## config.mk

```make
export PLATFORM = sky130hd
export DESIGN_NAME = debounce_multi
export DESIGN_NICKNAME = d
export VERILOG_FILES = /design/src/rtl/debounce_pkg.sv /design/src/rtl/debounce_channel.sv /design/src/rtl/debounce_multi.sv
export SDC_FILE = /design/constraint.sdc
export NUM_CORES = 1
export LEC_CHECK = 0
export CAP_MARGIN = 5
export CORE_MARGIN = 1
export CORE_UTILIZATION = 55
export DETAILED_ROUTE_END_ITERATION = 7
export PLACE_DENSITY_LB_ADDON = 0.3
export SLEW_MARGIN = 25
export SYNTH_ARGS = -nofsm -noshare
export SYNTH_HDL_FRONTEND = slang
export SYNTH_SLANG_ARGS = --single-unit
```

## constraint.sdc

```tcl
create_clock -name clk -period 1.7 [get_ports clk]
set_clock_uncertainty 0.05 [all_clocks]
set_input_delay 0.34 -clock clk [delete_from_list [all_inputs] [get_ports clk]]
set_output_delay 0.34 -clock clk [all_outputs]
set_load 0.01 [all_outputs]
```

## src/rtl/debounce_pkg.sv

```systemverilog
// Shared constants and width helper for the multi-channel switch debouncer.
package debounce_pkg;

    localparam int DEFAULT_STABLE_COUNT = 10;
    localparam int DEFAULT_PRESCALE     = 1;

    // Bits needed to hold 0..value-1, never fewer than one.
    function automatic int clog2_min1(input int value);
        int width;
        width = 0;
        while ((width < 31) && (int'(32'd1 << width) < value)) begin
            width++;
        end
        if (width < 1) begin
            return 1;
        end else begin
            return width;
        end
    endfunction

endpackage

```

## src/rtl/debounce_channel.sv

```systemverilog
// One debounced bit: two-flop synchroniser, stability counter, level register
// and registered rise/fall strobes.
module debounce_channel
    import debounce_pkg::*;
#(
    parameter int   STABLE_COUNT = DEFAULT_STABLE_COUNT,
    parameter logic RESET_VALUE  = 1'b0
) (
    input  logic clk,
    input  logic rst,
    input  logic tick,
    input  logic sw_in,
    output logic sw_out,
    output logic rise,
    output logic fall,
    output logic toggle
);

    localparam int                 CNT_W    = clog2_min1(STABLE_COUNT);
    localparam logic [CNT_W-1:0]   CNT_LAST = CNT_W'(STABLE_COUNT - 1);

    logic             s1_r;
    logic             s2_r;
    logic [CNT_W-1:0] cnt_r;
    logic             level_r;
    logic             rise_r;
    logic             fall_r;

    logic             mismatch_s;
    logic [CNT_W-1:0] cnt_nxt_s;
    logic             level_nxt_s;
    logic             rise_nxt_s;
    logic             fall_nxt_s;

    assign mismatch_s = (s2_r != level_r);

    // Qualification: any cycle back at the current level restarts the count.
    always_comb begin
        cnt_nxt_s   = cnt_r;
        level_nxt_s = level_r;
        rise_nxt_s  = 1'b0;
        fall_nxt_s  = 1'b0;
        if (!mismatch_s) begin
            cnt_nxt_s = '0;
        end else if (tick) begin
            if (cnt_r == CNT_LAST) begin
                cnt_nxt_s   = '0;
                level_nxt_s = s2_r;
                rise_nxt_s  = s2_r;
                fall_nxt_s  = ~s2_r;
            end else begin
                cnt_nxt_s = cnt_r + CNT_W'(1);
            end
        end else begin
            cnt_nxt_s = cnt_r;
        end
    end

    // Synchroniser, counter, level and strobe registers.
    always_ff @(posedge clk) begin
        if (rst) begin
            s1_r    <= RESET_VALUE;
            s2_r    <= RESET_VALUE;
            cnt_r   <= '0;
            level_r <= RESET_VALUE;
            rise_r  <= 1'b0;
            fall_r  <= 1'b0;
        end else begin
            s1_r    <= sw_in;
            s2_r    <= s1_r;
            cnt_r   <= cnt_nxt_s;
            level_r <= level_nxt_s;
            rise_r  <= rise_nxt_s;
            fall_r  <= fall_nxt_s;
        end
    end

    assign sw_out = level_r;
    assign rise   = rise_r;
    assign fall   = fall_r;
    // Next-cycle strobe, so the top can register changed in step with rise/fall.
    assign toggle = rise_nxt_s | fall_nxt_s;

endmodule

```

## src/rtl/debounce_multi.sv

```systemverilog
// Multi-channel debouncer: shared sample-tick prescaler feeding N_CH
// independent channels, plus a registered OR of all strobes.
module debounce_multi
    import debounce_pkg::*;
#(
    parameter int   N_CH         = 16,
    parameter int   PRESCALE     = DEFAULT_PRESCALE,
    parameter int   STABLE_COUNT = DEFAULT_STABLE_COUNT,
    parameter logic RESET_VALUE  = 1'b0
) (
    input  logic            clk,
    input  logic            rst,
    input  logic [N_CH-1:0] sw_in,
    output logic [N_CH-1:0] sw_out,
    output logic [N_CH-1:0] rise,
    output logic [N_CH-1:0] fall,
    output logic            changed
);

    logic            tick_s;
    logic [N_CH-1:0] toggle_s;
    logic            changed_r;

    if (PRESCALE == 1) begin : g_no_pre
        assign tick_s = 1'b1;
    end else begin : g_pre
        localparam int               PRE_W    = clog2_min1(PRESCALE);
        localparam logic [PRE_W-1:0] PRE_LAST = PRE_W'(PRESCALE - 1);

        logic [PRE_W-1:0] pre_r;

        assign tick_s = (pre_r == PRE_LAST);

        // Free-running prescaler; restarts from zero on reset so the first
        // tick lands PRESCALE cycles after release.
        always_ff @(posedge clk) begin
            if (rst) begin
                pre_r <= '0;
            end else if (tick_s) begin
                pre_r <= '0;
            end else begin
                pre_r <= pre_r + PRE_W'(1);
            end
        end
    end

    for (genvar i = 0; i < N_CH; i++) begin : g_ch
        debounce_channel #(
            .STABLE_COUNT (STABLE_COUNT),
            .RESET_VALUE  (RESET_VALUE)
        ) u_ch (
            .clk    (clk),
            .rst    (rst),
            .tick   (tick_s),
            .sw_in  (sw_in[i]),
            .sw_out (sw_out[i]),
            .rise   (rise[i]),
            .fall   (fall[i]),
            .toggle (toggle_s[i])
        );
    end

    // Aggregate strobe, registered so it lines up with the per-channel strobes.
    always_ff @(posedge clk) begin
        if (rst) begin
            changed_r <= 1'b0;
        end else begin
            changed_r <= |toggle_s;
        end
    end

    assign changed = changed_r;

endmodule

```

* Word level (Yosys, flattened, before mapping)
Index checks and enable logic that the tools add are counted.
** Word-level totals
- Bits in registers :: 145
- Bits of input ports :: 18
- Output and inout bits :: 49
- Word-level logic and storage cells :: 290
** Operators by class
- Add/subtract/negate cells :: 16
- Eq/ne operators :: 32
- Mux-type cells :: 64
- Bitwise gates (word level) :: 48
- Reduce and logical (&&, ||, !) cells :: 33
** Operators with widths (count)
- 4-bit by 1-bit adder with 4-bit output, second input constant :: 16
- 4-bit == test, second input constant :: 16
- 1-bit two-way mux :: 64
- 3-bit OR reduction :: 16
- 1-bit NOT :: 32
- 2-bit AND reduction :: 16
- 1-bit != test :: 16
- 1-bit bitwise OR :: 16
- 16-bit OR reduction :: 1

* Logic depth before layout (Yosys ltp)
Gate-level depths: netlist of the first run.
- Word-level depth :: 5
- Depth in mapped cells :: 7

* Hierarchy
Synthesis of the first run repeated with hierarchy kept, for this count alone.
** Unflattened totals
- Cells, all modules :: 615
- Area total of the unflattened synthesis :: 5963.2 um^2
** By module, submodules not included
- debounce_channel :: times used 16, cells each 38, area an instance 369.1 um^2
- debounce_multi :: times used 1, cells each 7, area an instance 57.6 um^2

* Worst setup path after synthesis of the first run
No wires, ideal clock.
- Kind :: register -> register
- From :: register g_ch[9].u_ch.cnt_r[1]
- To :: register changed_r, in the netlist changed
- Setup time :: 0.123 ns
- Arrival :: 1.074 ns
- Slack :: 0.454 ns
- Stages on the path, launching flop included :: 8
- Buffers on the path :: 0
- Clock period less this slack :: 1.246 ns
- Path through :: dfxtp_1 -> inv_1 -> ha_1 -> nand3b_4 -> o22a_1 -> o221ai_2 -> nor3_2 -> a31oi_1
** On the way
- Word-level cells in the longest chain between the ends :: 5
- Elaborated cells between the ends (all ways) :: 7
** Ends and longest elaborated chain
- start: declaration :: RTL line debounce_channel.sv:24 : logic [CNT_W-1:0] cnt_r;
- start signal: assignment :: RTL line debounce_channel.sv:71 : cnt_r <= cnt_nxt_s;
- 4-bit == test * :: RTL line debounce_channel.sv:46 : if (cnt_r == CNT_LAST) begin
- 1-bit two-way mux :: RTL line debounce_channel.sv:46
- 1-bit two-way mux :: RTL line debounce_channel.sv:43 : if (!mismatch_s) begin
- 1-bit bitwise OR * :: RTL line debounce_channel.sv:82 : assign toggle = rise_nxt_s | fall_nxt_s;
- 16-bit OR reduction * :: RTL line debounce_multi.sv:68 : changed_r <= |toggle_s;
- end signal: assignment :: RTL line debounce_multi.sv:68
- end: declaration :: RTL line debounce_multi.sv:22 : logic changed_r;
Mark *: on every way between the ends. The rest lies on a longest branch, timed or not.
A chain may end at the register's enable or synchronous reset.

* Worst setup path after layout of the first run
- From :: register g_ch[13].u_ch.level_r
- To :: output port sw_out[13]
** RTL lines
- start: declaration :: RTL line debounce_channel.sv:25 : logic level_r;
- start signal: assignment :: RTL line debounce_channel.sv:72 : level_r <= level_nxt_s;
- end: declaration :: RTL line debounce_multi.sv:14 : output logic [N_CH-1:0] sw_out,
No word-level cell between the ends.

==> impl_metrics.prom, run 1 <==
# TYPE chip_impl_metric gauge
chip_impl_metric{name="first_pass_grt_wire_length",unit="um"} 13800
chip_impl_metric{name="final.fill_count",unit=""} 823
chip_impl_metric{name="detailed_place_hpwl",unit="um"} 5880
chip_impl_metric{name="cts_inserted_buffers",unit=""} 17
chip_impl_metric{name="synth.lib_cells_used.distinct",unit=""} 23
chip_impl_metric{name="grt_start_max_net_pins",unit=""} 32
chip_impl_info{name="worst_r2r_endpoint",value="changed"} 1
chip_impl_info{name="worstSetupStartpointType",value="flop"} 1
chip_impl_metric{name="grt_overflow",unit=""} 0
chip_impl_metric{name="number_of_setup_buffers_added_after_cts",unit=""} 0
chip_impl_metric{name="hold_viol",unit=""} 0
chip_impl_metric{name="post_cts_clock_slew_at_the_launch_and_capture_registers_of_the_worst_setup_and_hold_paths",unit="ps"} 60
chip_impl_metric{name="vdd.ir_drop.worst",unit="mV"} 0.668
chip_impl_metric{name="n_antenna_cell",unit=""} 0
chip_impl_metric{name="drcViolationCount",unit=""} 0
chip_impl_metric{name="ff_latch_area",unit="mm^2"} 0.00291
chip_impl_metric{name="synth_warnings",unit=""} 0
chip_impl_metric{name="die-area",unit="mm^2"} 0.0106
chip_impl_metric{name="achievable-frequency",unit="MHz"} 620
chip_impl_info{name="crit-reg2reg-launch",value="g_ch[2].u_ch.cnt_r[0]"} 1
chip_impl_info{name="postSynth.topFlopCell",value="dfxtp_1"} 1
chip_impl_metric{name="start_util",unit=""} 0.570
chip_impl_metric{name="crit_arrival",unit="ps"} 1220
chip_impl_metric{name="place.port_buffers",unit=""} 66
chip_impl_metric{name="finalNetCount",unit=""} 616
chip_impl_metric{name="syn-num-nets",unit=""} 586
chip_impl_metric{name="layout.cell_area.non_filler",unit="mm^2"} 0.00659
chip_impl_metric{name="cellLeakagePower",unit="nW"} 2.83
chip_impl_metric{name="final_max_slew_viol_count",unit=""} 0
chip_impl_metric{name="maximum_number_of_buffers_from_clock_root_to_sink",unit=""} 2
chip_impl_metric{name="final_min_period_over_clock_period",unit=""} 0.949
chip_impl_metric{name="routabilityCongestion",unit=""} 0.681
chip_impl_info{name="cpMaxStageDelayCell",value="dfxtp_1"} 1
chip_impl_metric{name="drt-pass1-iter-count",unit=""} 4
chip_impl_metric{name="floorplan.rows",unit=""} 36
chip_impl_metric{name="route.detailed.wl_per_inst",unit="um"} 11.7
chip_impl_info{name="timing.hold.worst_endpoint",value="g_ch[12].u_ch.sw_out"} 1
chip_impl_metric{name="first_iter_violations",unit=""} 72
chip_impl_metric{name="grt.total_usage",unit=""} 0.171
chip_impl_metric{name="floorplan.core_area",unit="mm^2"} 0.00982
chip_impl_metric{name="tns",unit="ps"} 0
chip_impl_metric{name="htreeDepth",unit=""} 4
chip_impl_metric{name="multi_input_area",unit="mm^2"} 0.00220
chip_impl_metric{name="number_of_global_route_vias_before_repair",unit=""} 3239
chip_impl_metric{name="clk-insertion-delay-late",unit="ps"} 510
chip_impl_metric{name="io-pin-count",unit=""} 67
chip_impl_info{name="timing.hold.worst.class",value="primary input to flop"} 1
chip_impl_metric{name="placed_area",unit="mm^2"} 0.00605
chip_impl_metric{name="synth_seq_area_share",unit=""} 0.519
chip_impl_metric{name="period_needed",unit="ps"} 1610
chip_impl_info{name="tritoncts_clock_tree",value="done"} 1
chip_impl_info{name="post-synth-top-count-cell",value="dfxtp_1"} 1
chip_impl_metric{name="syn_inst",unit=""} 536
chip_impl_info{name="synth_top_area_cell",value="dfxtp_1"} 1
chip_impl_info{name="post_synth_main_area_contributors",value="dfxtp_1 (52%), ha_1 (7.2%), nor2_1 (6.6%)"} 1
chip_impl_metric{name="routed_wl",unit="um"} 8310
chip_impl_info{name="synth.top_cells.by_count",value="dfxtp_1 (145), nor2_1 (98), buf_4 (48)"} 1
chip_impl_metric{name="setup_violations",unit=""} 0
chip_impl_metric{name="syn_avg_cell_area",unit="um^2"} 10.4
chip_impl_metric{name="worst_path_largest_cell_delay",unit="ps"} 410
chip_impl_metric{name="timing.hold.worst_path_depth",unit=""} 2
chip_impl_metric{name="critical_path_buf_inv_count",unit=""} 1
chip_impl_metric{name="pwr_per_cell_area",unit="mW/mm^2"} 1110
chip_impl_info{name="cts.root.buffer_cell",value="clkbuf_8"} 1
chip_impl_metric{name="slew_margin_rel",unit=""} 0.765
chip_impl_metric{name="timing.critical_path.depth",unit=""} 1
chip_impl_metric{name="finalWorstSetupSlack",unit="ps"} 87.4
chip_impl_metric{name="actual_slew_at_the_worst_max_slew_pin",unit="ps"} 351
chip_impl_info{name="hold_path_startpoint",value="rst"} 1
chip_impl_info{name="outcome",value="complete, no violations"} 1
chip_impl_metric{name="post-route-util",unit=""} 0.671
chip_impl_metric{name="post_synth_edffs",unit=""} 0
chip_impl_info{name="worstPathCellList",value="dlygate4sd2_1"} 1
chip_impl_metric{name="drtAntennaViolNets",unit=""} 0
chip_impl_metric{name="clock_sink_count",unit=""} 145
chip_impl_metric{name="worst-path-max-fanout",unit=""} 5
chip_impl_info{name="worstSetupEndpointType",value="output pin"} 1
chip_impl_metric{name="vias",unit=""} 3434
chip_impl_metric{name="die_width",unit="um"} 103
chip_impl_metric{name="synth_largest_type_area_fraction",unit=""} 0.519
chip_impl_metric{name="antenna_found_initial",unit=""} 0
chip_impl_info{name="rsz0062_at_grt",value="false"} 1
chip_impl_info{name="critical-path-top-delay-family",value="flip-flops"} 1
chip_impl_metric{name="die-height",unit="um"} 103
chip_impl_metric{name="required",unit="ps"} 1310
chip_impl_metric{name="post_drt_via_cell_ratio",unit=""} 4.82
chip_impl_metric{name="r2r_slack",unit="ps"} 180
chip_impl_metric{name="dp_worst_setup_slack",unit="ps"} 244
chip_impl_metric{name="synth-seq-cells",unit=""} 145
chip_impl_metric{name="design_power_total",unit="mW"} 7.31
chip_impl_metric{name="layout-area-overhead-vs-synth",unit="%"} 17.7
chip_impl_metric{name="worstRegToRegCells",unit=""} 5
chip_impl_metric{name="synth-async-reset-ratio",unit=""} 0
chip_impl_info{name="timing.setup.critical_path_class",value="flop to output pin"} 1
chip_impl_metric{name="post_route_cells_drive_above_1_share",unit=""} 0.0708
chip_impl_metric{name="mappedNetlistArea",unit="mm^2"} 0.00560
chip_impl_metric{name="drv.max_cap_violation_count",unit=""} 0
[state kept, by name (all words and copies together) (netlist names)]
register          cells
g_ch.u_ch.sw_out     16
changed               1
g_ch.u_ch.s1_r       16
g_ch.u_ch.cnt_r      64
g_ch.u_ch.s2_r       16
g_ch.u_ch.fall       16
g_ch.u_ch.rise       16
[kinds of logic after synthesis]
kind of cell    count (synthesis)  share of synthesized area
simple gates                  211                      0.207
flops                         145                      0.519
buf+inv                        75                     0.0872
xor+xnor                       48                     0.0751
fa+ha+maj                      32                     0.0716
mux                            16                     0.0286
compound gates                  9                     0.0121
[worst reg2reg max path, stage by stage, from the launching register on]
cell	delay, ps
dfxtp_1	380
ha_1	170
nand3b_1	190
o22ai_1	350
nor3_2	90
a31oi_1	200
[worst max-delay path by stage]
stage | startpoint | end | slack, ps
6_report | g_ch[13].u_ch.sw_out | sw_out[13] | 90
5_1_grt | g_ch[9].u_ch.sw_out | sw_out[9] | 20
4_1_cts | g_ch[9].u_ch.sw_out | sw_out[9] | 60
3_5_place_dp | g_ch[2].u_ch.cnt_r[0] | changed | 240
3_3_place_gp | g_ch[10].u_ch.cnt_r[1] | changed | 300
2_1_floorplan | g_ch[9].u_ch.cnt_r[1] | changed | 450
[placed cells by master, fill, tap and decap left out, types with 3 or more instances in the layout]
cell and n:
nor4b_1 30, dlygate4sd2_1 49, clkbuf_16 16, clkbuf_8 4, nor2b_1 32, xor2_1 16, ha_1 32, nor2_1 98
mux2i_1 16, dfxtp_1 143, bufinv_16 3, nand3b_1 14, inv_1 16, xnor2_1 32, clkdlybuf4s50_1 16, nand3_1 16
clkbuf_1 4, buf_4 3, o22ai_1 6, nand2_1 16
[where the power goes]
group          switching [mW]  internal [mW]
sequential             0.0328           3.45
combinational          0.0774         0.0906
clock                    1.31           2.35
[metrics by stage]
| stage | hold WS, ps | cells |
|---|---|---|
| after floorplan | 364 | 536 |
| after detailed placement | 373 | 680 |
| after CTS | 85.9 | 712 |
| after global placement | 367 | 680 |
| final | 114 | 712 |
| after global routing | 99.5 | 712 |
[area by class of cell]
class,count,area share
Clock buffer,24,0.0714
Clock inverter,8,0.0194
Inverter,16,0.00912
Multi-Input combinational cell,316,0.335
Sequential cell,145,0.441
Tap cell,133,0.0253
Timing Repair Buffer,70,0.0990
[per-layer routing]
| layer | global-route usage | routed length (um) |
|---|---|---|
| met1 | 0.190 | 3840 |
| met2 | 0.292 | 4050 |
| met3 | 0.0631 | 331 |
| met4 | 0.0780 | 87 |
| met5 | 0 | 0 |
[what timing repair did]
item | in CTS | in global routing
setup endpoints to repair | 49 | 0
hold buffers | 0 | 0
resized for setup | 51 | 0
endpoints found under the hold margin | 0 | 0
Power figures use the tool's default switching activity.
==> run 2, diff against run 1 <==
--- a/config.mk
+++ b/config.mk
@@ -9,7 +9,7 @@
 export CORE_MARGIN = 1
 export CORE_UTILIZATION = 55
 export DETAILED_ROUTE_END_ITERATION = 7
-export PLACE_DENSITY_LB_ADDON = 0.3
+export PLACE_DENSITY = 0.79
 export SLEW_MARGIN = 25
 export SYNTH_ARGS = -nofsm -noshare
 export SYNTH_HDL_FRONTEND = slang
==> run 2 against run 1 <==
  * Largest cell class unchanged
  * Count of clock-buffer cells in the layout decreased by 6
  * Highest routed layer unchanged
  * Non-clock buffer count increased by 3
  * Clock power increased by 2%
==> impl_metrics.prom, run 2 (synthesis results as in run 1) <==
# TYPE chip_impl_metric gauge
chip_impl_metric{name="io-pin-count",unit=""} 67
chip_impl_metric{name="clock_power_share",unit=""} 0.507
chip_impl_metric{name="final_min_period_over_clock_period",unit=""} 0.957
chip_impl_metric{name="route.detailed.wl_per_inst",unit="um"} 12.5
chip_impl_metric{name="vias",unit=""} 3475
chip_impl_info{name="worstSetupStartpointType",value="flop"} 1
chip_impl_metric{name="power.sequential.fraction",unit=""} 0.470
chip_impl_metric{name="actual_slew_at_the_worst_max_slew_pin",unit="ps"} 519
chip_impl_metric{name="cts_hold_buf",unit=""} 0
chip_impl_metric{name="grt_start_max_net_pins",unit=""} 38
chip_impl_metric{name="htreeDepth",unit=""} 4
chip_impl_metric{name="critical_path_buf_inv_count",unit=""} 1
chip_impl_metric{name="crit_arrival",unit="ps"} 1240
chip_impl_metric{name="internal-power",unit="mW"} 5.83
chip_impl_metric{name="n_antenna_cell",unit=""} 0
chip_impl_info{name="layout.cells.most_common",value="dfxtp_1"} 1
chip_impl_info{name="critical-path-top-delay-family",value="flip-flops"} 1
chip_impl_metric{name="comb_power_share",unit=""} 0.023
chip_impl_metric{name="first_pass_grt_wire_length",unit="um"} 14500
chip_impl_info{name="worstSetupEndpointType",value="output pin"} 1
chip_impl_metric{name="pwr_per_cell_area",unit="mW/mm^2"} 1120
chip_impl_metric{name="dp_worst_setup_slack",unit="ps"} 218
chip_impl_metric{name="routabilityCongestion",unit=""} 0.716
chip_impl_metric{name="cellLeakagePower",unit="nW"} 2.84
chip_impl_metric{name="routed_wl",unit="um"} 8910
chip_impl_metric{name="first_iter_violations",unit=""} 77
chip_impl_metric{name="ff_latch_area",unit="mm^2"} 0.00291
chip_impl_metric{name="r2r_slack",unit="ps"} 210
chip_impl_metric{name="vdd.ir_drop.worst",unit="mV"} 0.917
chip_impl_metric{name="finalNetCount",unit=""} 619
chip_impl_metric{name="setup_violations",unit=""} 0
chip_impl_metric{name="period_needed",unit="ps"} 1630
chip_impl_metric{name="timing.critical_path.depth",unit=""} 1
chip_impl_info{name="timing.hold.worst.class",value="primary input to flop"} 1
chip_impl_metric{name="maximum_number_of_buffers_from_clock_root_to_sink",unit=""} 2
chip_impl_metric{name="grt_overflow",unit=""} 0
chip_impl_metric{name="clk-insertion-delay-late",unit="ps"} 530
chip_impl_metric{name="achievable-frequency",unit="MHz"} 614
chip_impl_metric{name="drv.max_cap_violation_count",unit=""} 0
chip_impl_metric{name="detailed_place_hpwl",unit="um"} 6120
chip_impl_metric{name="grt.total_usage",unit=""} 0.184
chip_impl_metric{name="drcViolationCount",unit=""} 0
chip_impl_metric{name="number_of_global_route_vias_before_repair",unit=""} 3331
chip_impl_metric{name="required",unit="ps"} 1310
chip_impl_metric{name="switching_power",unit="mW"} 1.57
chip_impl_info{name="worstPathCellList",value="dlygate4sd2_1"} 1
chip_impl_metric{name="layout-area-overhead-vs-synth",unit="%"} 18.3
chip_impl_info{name="worst_r2r_endpoint",value="changed"} 1
chip_impl_info{name="outcome",value="complete, no violations"} 1
chip_impl_info{name="largest_register",value="g_ch.u_ch.cnt_r"} 1
chip_impl_metric{name="post_route_cells_drive_above_1_share",unit=""} 0.0945
chip_impl_metric{name="final_max_slew_viol_count",unit=""} 0
chip_impl_metric{name="place.port_buffers",unit=""} 66
chip_impl_metric{name="share_of_total_power_consumed_by_net_switching",unit=""} 0.212
chip_impl_metric{name="dp_cells",unit=""} 683
chip_impl_metric{name="post_cts_clock_slew_at_the_launch_and_capture_registers_of_the_worst_setup_and_hold_paths",unit="ps"} 60
chip_impl_info{name="timing.setup.critical_path_class",value="flop to output pin"} 1
chip_impl_info{name="timing.hold.worst_endpoint",value="g_ch[6].u_ch.sw_out"} 1
chip_impl_metric{name="die_width",unit="um"} 103
chip_impl_metric{name="die-height",unit="um"} 103
chip_impl_info{name="rsz0062_at_grt",value="false"} 1
chip_impl_metric{name="floorplan.rows",unit=""} 36
chip_impl_info{name="cts.root.buffer_cell",value="clkbuf_8"} 1
chip_impl_metric{name="hold_viol",unit=""} 0
chip_impl_metric{name="die-area",unit="mm^2"} 0.0106
chip_impl_metric{name="antenna_found_initial",unit=""} 0
chip_impl_metric{name="final.fill_count",unit=""} 798
chip_impl_metric{name="slew_margin_rel",unit=""} 0.649
chip_impl_metric{name="clock_sink_count",unit=""} 145
chip_impl_info{name="hold_path_startpoint",value="rst"} 1
chip_impl_metric{name="worst-path-max-fanout",unit=""} 5
chip_impl_metric{name="finalWorstSetupSlack",unit="ps"} 72.5
chip_impl_metric{name="stdcell_count",unit=""} 715
chip_impl_metric{name="post_drt_via_cell_ratio",unit=""} 4.86
chip_impl_metric{name="number_of_setup_buffers_added_after_cts",unit=""} 0
chip_impl_info{name="most-common-layout-cells",value="dfxtp_1 (136), nor2_1 (98), dlygate4sd2_1 (48)"} 1
chip_impl_metric{name="worst_path_largest_cell_delay",unit="ps"} 400
chip_impl_info{name="tritoncts_clock_tree",value="done"} 1
chip_impl_metric{name="multi_input_area",unit="mm^2"} 0.00220
chip_impl_info{name="crit-reg2reg-launch",value="g_ch[9].u_ch.cnt_r[1]"} 1
chip_impl_metric{name="largest_reg_flops",unit=""} 64
chip_impl_metric{name="start_util",unit=""} 0.570
chip_impl_metric{name="tns",unit="ps"} 0
chip_impl_metric{name="drt-pass1-iter-count",unit=""} 4
chip_impl_metric{name="cts_inserted_buffers",unit=""} 17
chip_impl_info{name="cpMaxStageDelayCell",value="dfxtp_1"} 1
chip_impl_metric{name="floorplan.core_area",unit="mm^2"} 0.00982
chip_impl_metric{name="timing.hold.worst_path_depth",unit=""} 2
chip_impl_metric{name="drtAntennaViolNets",unit=""} 0
chip_impl_metric{name="worstRegToRegCells",unit=""} 7
==> run 2: changes by cell type in the layout (fill, tap and decap cells not counted), sizes merged <==
| cell | change |
|---|---|
| inv | +2 |
| clkdlybuf4s15 | +1 |
| buf | +3 |
| clkinv | +3 |
| dlygate4sd2 | -1 |
| clkinvlp | +1 |
| clkbuf | -6 |
==> run 2: per-layer routing <==
| metal | track usage | routed length [um] | share of wire | vias to the layer above |
|---|---|---|---|---|
| li1 | - | - | - | 1774 |
| met1 | 0.208 | 4040 | 0.45 | 1615 |
| met2 | 0.307 | 4310 | 0.48 | 72 |
| met3 | 0.0698 | 435 | 0.049 | 14 |
| met4 | 0.0867 | 129 | 0.014 | 0 |
| met5 | 0 | 0 | 0 | - |
==> run 2: power by group through the flow <==
stage	combinational, mW	clock [mW]	sequential (mW)
global placement	0.167	0	3.55
CTS	0.174	3.82	3.48
floorplan	0.109	0	3.55
finish	0.171	3.75	3.48
global route	0.191	4.00	3.48
detailed placement	0.171	0	3.55
==> run 2: through the flow <==
| stage | instance area (um^2) | hold slack, ps | utilization | total power, mW |
|---|---|---|---|---|
| 2_1_floorplan | 5600 | 364 | - | 3.65 |
| 3_3_place_gp | 6060 | 368 | 0.617 | 3.72 |
| 3_5_place_dp | 6060 | 374 | 0.617 | 3.72 |
| 4_1_cts | 6620 | 165 | 0.674 | 7.47 |
| 5_1_grt | 6620 | 184 | 0.674 | 7.67 |
| 6_report | 6620 | 189 | 0.674 | 7.40 |
==> run 2: how the worst max path moves through the flow <==
stage	from	to	slack, ps
2_1_floorplan	g_ch[9].u_ch.cnt_r[1]	changed	450
3_3_place_gp	g_ch[9].u_ch.cnt_r[1]	changed	270
3_5_place_dp	g_ch[9].u_ch.cnt_r[1]	changed	220
4_1_cts	g_ch[8].u_ch.sw_out	sw_out[8]	40
5_1_grt	g_ch[12].u_ch.sw_out	sw_out[12]	7
6_report	g_ch[8].u_ch.sw_out	sw_out[8]	70
==> run 2: what timing repair did <==
action                     4_1_cts  5_1_grt
resized for setup               58        1
gates cloned                     0        0
setup endpoints to repair       49        1
==> run 2: area by class of cell <==
| class | instances | share of cell area |
|---|---|---|
| timing repair buffer | 73 | 0.100 |
| inverter | 16 | 0.00907 |
| multi-input combinational | 316 | 0.333 |
| tap | 133 | 0.0251 |
| clock buffer | 18 | 0.0647 |
| clock inverter | 14 | 0.0276 |
| sequential | 145 | 0.440 |
